<file path="src/rtl/regfile_wb_arbiter.sv">
// Writeback arbiter: two per-source FIFOs feed a round-robin arbiter that drives
// the single SIMD register-file write port through registered strobes.
module regfile_wb_arbiter #(
  parameter int registerSize  = 32,
  parameter int vectorSize    = 4,
  parameter int selectionBits = 2,
  parameter int fifoDepth     = 2
) (
  input  logic                                clk,
  input  logic                                reset,
  input  logic                                wbValid0,
  output logic                                wbReady0,
  input  logic                                wbIsVec0,
  input  logic [selectionBits-1:0]            wbReg0,
  input  logic [vectorSize*registerSize-1:0]  wbData0,
  input  logic                                wbValid1,
  output logic                                wbReady1,
  input  logic                                wbIsVec1,
  input  logic [selectionBits-1:0]            wbReg1,
  input  logic [vectorSize*registerSize-1:0]  wbData1,
  output logic                                regWrEnSc,
  output logic                                regWrEnVec,
  output logic [selectionBits-1:0]            regToWrite,
  output logic [vectorSize*registerSize-1:0]  dataIn,
  output logic                                busy
);

  localparam int unsigned DW = vectorSize * registerSize;
  localparam int unsigned PW = $clog2(fifoDepth);
  localparam int unsigned CW = PW + 1;
  localparam logic [CW-1:0] FULL = CW'(fifoDepth);

  typedef struct packed {
    logic                     is_vec;
    logic [selectionBits-1:0] dst;
    logic [DW-1:0]            data;
  } entry_t;

  entry_t          mem [2][fifoDepth];
  entry_t          in_entry [2];
  entry_t          head;
  logic            in_valid [2];
  logic            ready [2];
  logic            push [2];
  logic            pop [2];
  logic            not_empty [2];
  logic [PW-1:0]   wr_ptr [2];
  logic [PW-1:0]   rd_ptr [2];
  logic [CW-1:0]   count [2];
  logic            last_grant;
  logic            grant_valid;
  logic            grant_sel;

  always_comb begin
    in_valid[0] = wbValid0;
    in_valid[1] = wbValid1;
    in_entry[0] = '{is_vec: wbIsVec0, dst: wbReg0, data: wbData0};
    in_entry[1] = '{is_vec: wbIsVec1, dst: wbReg1, data: wbData1};
  end

  // Ready depends only on registered count, never on this cycle's pop.
  always_comb begin
    for (int unsigned i = 0; i < 2; i++) begin
      ready[i]     = (count[i] != FULL) && !reset;
      push[i]      = in_valid[i] && ready[i];
      not_empty[i] = (count[i] != '0);
    end
  end

  always_comb begin
    grant_valid = not_empty[0] || not_empty[1];
    grant_sel   = 1'b0;
    if (not_empty[0] && not_empty[1])
      grant_sel = ~last_grant;
    else if (not_empty[1])
      grant_sel = 1'b1;
    pop[0] = grant_valid && !grant_sel;
    pop[1] = grant_valid && grant_sel;
    head   = mem[grant_sel][rd_ptr[grant_sel]];
  end

  always_ff @(posedge clk) begin
    for (int unsigned i = 0; i < 2; i++) begin
      if (push[i])
        mem[i][wr_ptr[i]] <= in_entry[i];
    end
  end

  always_ff @(posedge clk or posedge reset) begin
    if (reset) begin
      for (int unsigned i = 0; i < 2; i++) begin
        wr_ptr[i] <= '0;
        rd_ptr[i] <= '0;
        count[i]  <= '0;
      end
      last_grant <= 1'b1;
      regWrEnSc  <= 1'b0;
      regWrEnVec <= 1'b0;
      regToWrite <= '0;
      dataIn     <= '0;
    end else begin
      // Pointers wrap naturally since fifoDepth is a power of two.
      for (int unsigned i = 0; i < 2; i++) begin
        if (push[i])
          wr_ptr[i] <= wr_ptr[i] + 1'b1;
        if (pop[i])
          rd_ptr[i] <= rd_ptr[i] + 1'b1;
        if (push[i] && !pop[i])
          count[i] <= count[i] + 1'b1;
        else if (!push[i] && pop[i])
          count[i] <= count[i] - 1'b1;
      end
      if (grant_valid) begin
        last_grant <= grant_sel;
        regWrEnVec <= head.is_vec;
        regWrEnSc  <= !head.is_vec;
        regToWrite <= head.dst;
        dataIn     <= head.data;
      end else begin
        regWrEnVec <= 1'b0;
        regWrEnSc  <= 1'b0;
      end
    end
  end

  assign wbReady0 = ready[0];
  assign wbReady1 = ready[1];
  assign busy     = not_empty[0] || not_empty[1] || regWrEnSc || regWrEnVec;

endmodule

</file>
<file path="config.mk">
export PLATFORM = sky130hd
export DESIGN_NAME = regfile_wb_arbiter
export DESIGN_NICKNAME = d
export VERILOG_FILES = /design/src/rtl/regfile_wb_arbiter.sv
export SDC_FILE = /design/constraint.sdc
export NUM_CORES = 1
export LEC_CHECK = 0
export BUFFER_PORTS_ARGS = -buffer_cell sky130_fd_sc_hd__buf_2
export CAP_MARGIN = 20
export CORE_UTILIZATION = 60
export CTS_CLUSTER_DIAMETER = 50
export DETAILED_ROUTE_END_ITERATION = 8
export PLACE_DENSITY_LB_ADDON = 0.08
export SLEW_MARGIN = 25
export SYNTH_ARGS = -nofsm -noshare
export SYNTH_HDL_FRONTEND = slang
export SYNTH_SLANG_ARGS = --single-unit
</file>
<file path="constraint.sdc">
create_clock -name clk -period 18.37 [get_ports clk]
set_clock_uncertainty 0.15 [all_clocks]
set_input_delay 1.837 -clock clk [delete_from_list [all_inputs] [get_ports clk]]
set_output_delay 1.837 -clock clk [all_outputs]
set_load 0.03 [all_outputs]
</file>
Word level (Yosys, flattened, before mapping)
Memory sizes are Yosys's and may differ from the RTL's.
Cells that the tools add are included.
- word-level logic and storage cells: 82
- output and inout bits: 135
- bits in writable memories: 524
- memories kept: 1
- bits of input ports: 266
- flip-flop bits (word level): 141
- order comparisons: 6
- equality and inequality tests: 2
- add/subtract/negate cells: 8
- mux-type cells: 22
- bitwise logic cells: 5
- reductions and logical operators: 27
- memories (name ; words ; width ; rd ports ; clocked after Yosys merged registers in ; wr ports ; RTL line ; RTL):
    mem ; 2 ; 262 ; 1 ; 0 ; 2 ; 39 ; entry_t mem [2][fifoDepth];
- operators with widths (kind ; number):
    $mux W131 ; 5
    $mux W262 ; 2
    $demux W131 S1 ; 2
    $logic_and A1 B1 Y1 ; 13
    $mux W1 ; 9
    $ge A2 B2 Y1 const B ; 4
    $mux W2 ; 4
    $not A1 Y2 ; 4
    $reduce_bool A2 Y1 ; 4
    $logic_not A1 Y1 ; 7
    $add A1 B1 Y1 const B ; 4
    $add A2 B1 Y2 const B ; 2
    $lt A2 B1 Y1 const B ; 2
    $ne A2 B2 Y1 const B ; 2
    $sub A2 B1 Y2 const B ; 2
    $logic_or A1 B1 Y1 ; 3
    $not A1 Y1 ; 1

Longest topological paths before layout
- depth after elaboration: 13
- depth in mapped cells: 9
- depth with buffers taken out: 7

Worst setup path after synthesis
Ideal clock, no wire load.
- path kind: in2reg
- start: input port reset
- end: memory mem[0][131] (netlist bit) (enable)
- path buffers: 0
- required time: 17598 ps
- stages on the path: 3
- arrival time: 11023 ps
- library setup time: 622 ps
- setup slack: 6575 ps
- cells stage by stage: inv_1 o211ai_1 nor2_1
- RTL lines (what ; RTL line ; RTL):
    start: declaration ; 10 ; input logic reset,
    end: declaration ; 39 ;

Worst setup path after layout
- start: input port reset
- end: output port wbReady1
- cells in the longest elaborated chain, start to end: 2
- ends and longest elaborated chain (what ; RTL line ; RTL):
    $logic_not A1 Y1 (no source line) ; n/a ;
    $logic_and A1 B1 Y1 ; 64 ; ready[i] = (count[i] != FULL) && !reset;
    end: declaration ; 17 ; output logic wbReady1,
Every way passes these cells.

==> metrics.txt <==
status=completed; post-DR wirelength/cell=23.4 um; dpl ws=13330 ps; Reg power frac=40.5%; Leak=0.0112 uW; total gr overflow=0; TritonRoute pass-1 iters=6; CTS max path bufs=3; Final period util=27.3%; reg2reg path depth=7; largest cells by area after synthesis=edfxtp_1 (61%), dfrtp_1 (14%), mux2_2 (5.7%); clk_lat worst skew=570 ps; Seq/Total Area, Yosys=75.1%; Post-synth ARST share=21.2%; Clk pwr share=25.1%; DRC=0; H-tree depth=3; number of global-route vias before repair=14.5k; CTS buffer count=68; switch share=35.6%; stages on the worst setup path=4; Max Cap Viol=0; hold buffer count at cts=0; cell taking the most area after synthesis=edfxtp_1; setup TNS=0 ps; peak supply drop=0.000115 V; Post-Route WL=57.6 mm; Ports=401; number of distinct library cells after synthesis=29; r2r endpoint=count[1]; post-synthesis average cell area=17.6 um2; Relative slew margins=31.2%; fraction of final layout cells sized beyond drive strength 1=39.4%; Area growth syn-to-layout=18.1%; Die Ht=209 um; Power Dens Cells=176 nW/um2; cell with the most instances after synthesis=edfxtp_1; top_reg_cell synth=edfxtp_1; Ys Warns=0; Post-Syn Nets=1729; critical path, cell by cell=buf_2 -> inv_6 -> o21a_1 -> buf_2; Crit path arrival time=3030 ps; Critical Path RT=16380 ps; vias per std cell=5.86; core area=42000 um2; Cells after DPL=2315; Setup crit end kind=output port; Period minus WS final=5010 ps; Slew Limit Fails=0; crit-path leading delay family=buffers and inverters; maximum number of pins on one net before global-route repair=96; number of setup buffers added after CTS=0; CP Class=input port to output port; worst setup margin=13360 ps; IO buf count=400; Die ar.=43600 um2; worst r2r src=count[2]; clk slew on worst S/H paths=60 ps; Synth Cell Area=25700 um2; # setup viols final=0; ANT nets after route=0; gr usage total=26.6%; Slowest Stage Delay on Critical Path=510 ps; number of synthesized flops with an enable pin=524; initial drt markers=1080; final core utilization=72.1%; filler instances=2738; DP HPWL=35.0 mm; Top cell by count, worst path=buf_2; first-pass GRT wire length=86.9 mm; RSZ-0062 raised after global routing=no; endpoints failing hold=0; Crit path buffers/inverters=3; Starting Density=61.1%; clk root buf=clkbuf_16; crit path to=wbReady1; Layout Cells excl Fill=2463; R2R Setup Slk=14960 ps; CP startpoint=reset; cts repair resizes=0; post-synthesis cell count=1461; initial antenna violation count=28; crit path max fanout=74; Worst path slowest cell=inv_6; top-area cell type share of the netlist area=61.3%; P_int=3430 uW; via count=14.4k; row cnt=75; Worst Hold Class=register to register; post-synthesis register bit count=665; Total Nets Final=2116; routability cong.=0.836; Post-synth top cells=edfxtp_1 (524), dfrtp_1 (140), nor2_1 (135); worst-margin pin slew=1030 ps; fmax=199 MHz; CTS tree=yes; Die Span X=209 um; Worst Hold Depth=2; kind of start point of the critical path=input port; Comb pwr share=34.4%; NetSw=1900 uW; Sink Count=665
through the flow:
step / total power [uW] / hold slack (ps) / instance area [um2]
4_1_cts: 5360 / 406 / 30200
3_5_place_dp: 4030 / 402 / 28000
3_3_place_gp: 3980 / 389 / 28000
2_1_floorplan: 3530 / 311 / 25700
6_report: 5330 / 409 / 30300
5_1_grt: 5560 / 433 / 30300
logic make-up (layout without fill, tap and decap cells):
family	Yosys count	count (layout)	share of synthesized area, %
other	0	23	0
and+or+nand+nor	273	273	4.72
AOI/OAI and AO/OA	140	140	6.88
muxes	261	261	10.8
adders and majority gates	2	2	0.0975
xor gates and xnor gates	10	10	0.341
DFF	665	665	75.1
buffers and inverters	110	550	2.10
power by group through the flow:
stage / logic [uW] / clock network (uW) / registers, uW
2_1_floorplan: 1110 / 0 / 2420
5_1_grt: 1950 / 1420 / 2190
3_3_place_gp: 1810 / 0 / 2170
3_5_place_dp: 1840 / 0 / 2190
4_1_cts: 1850 / 1360 / 2160
6_report: 1840 / 1340 / 2160
per-layer routing:
layer / vias up / routed length, um / track usage, %
met2: 482 / 27400 / 40.8
met5: - / 118 / 0
met4: 18 / 1460 / 10.3
met1: 7298 / 24400 / 37.3
met3: 90 / 4130 / 6.46
li1: 6534 / - / -
worst min-delay path by stage:
stage | to | startpoint | slack (ps)
floorplan | wr_ptr[0] | wr_ptr[0] | 310
global placement | wr_ptr[0] | wr_ptr[0] | 390
detailed placement | dataIn[73] | dataIn[73] | 400
CTS | dataIn[87] | dataIn[87] | 410
global route | dataIn[73] | dataIn[73] | 430
finish | dataIn[98] | dataIn[98] | 410
layout make-up:
class | count | area, um2 | share of cell area, %
timing repair buffer | 421 | 2210 | 7.28
tap | 539 | 674 | 2.23
antenna | 23 | 57.6 | 0.190
clock inverter | 26 | 231 | 0.764
clock buffer | 97 | 1930 | 6.38
inverter | 6 | 27.5 | 0.0908
sequential | 665 | 19300 | 63.6
multi-input combinational | 686 | 5900 | 19.5
flip-flops by register name, indices dropped and copies added, names as in the netlist:
name / cells
dataIn: 128
mem: 524
regToWrite: 2
wr_ptr: 2
rd_ptr: 2
regWrEnSc: 1
regWrEnVec: 1
count: 4
last_grant: 1
tightest hold or removal path, cell delays in order (launching register included):
cell      delay [ps]
dfrtp_1          370
nor2_1           100
a311oi_1          50
placed cells by master, fill, tap and decap left out:
cell / count
and3_4: 2
o21ai_2: 1
mux2_2: 130
bufinv_16: 4
a311oi_2: 88
buf_4: 13
or4_4: 1
clkbuf_16: 71
dfstp_2: 1
clkinv_1: 6
diode_2: 23
clkinvlp_4: 2
a21oi_1: 1
edfxtp_1: 524
dfrtp_4: 2
clkbuf_8: 6
buf_2: 400
nor2b_1: 1
o21a_1: 3
clkinv_2: 13
nor3_1: 131
ha_1: 2
a2111oi_0: 1
or2_4: 1
mux2i_1: 131
a311oi_1: 43
clkbuf_1: 20
buf_12: 2
dfrtp_1: 138
xor2_1: 2
or3_1: 1
o211ai_1: 2
nor2_4: 3
o21a_4: 1
xnor2_1: 8
inv_1: 5
buf_6: 6
inv_6: 2
nor2_1: 133
No activity file was read; power rests on OpenSTA's default activity.
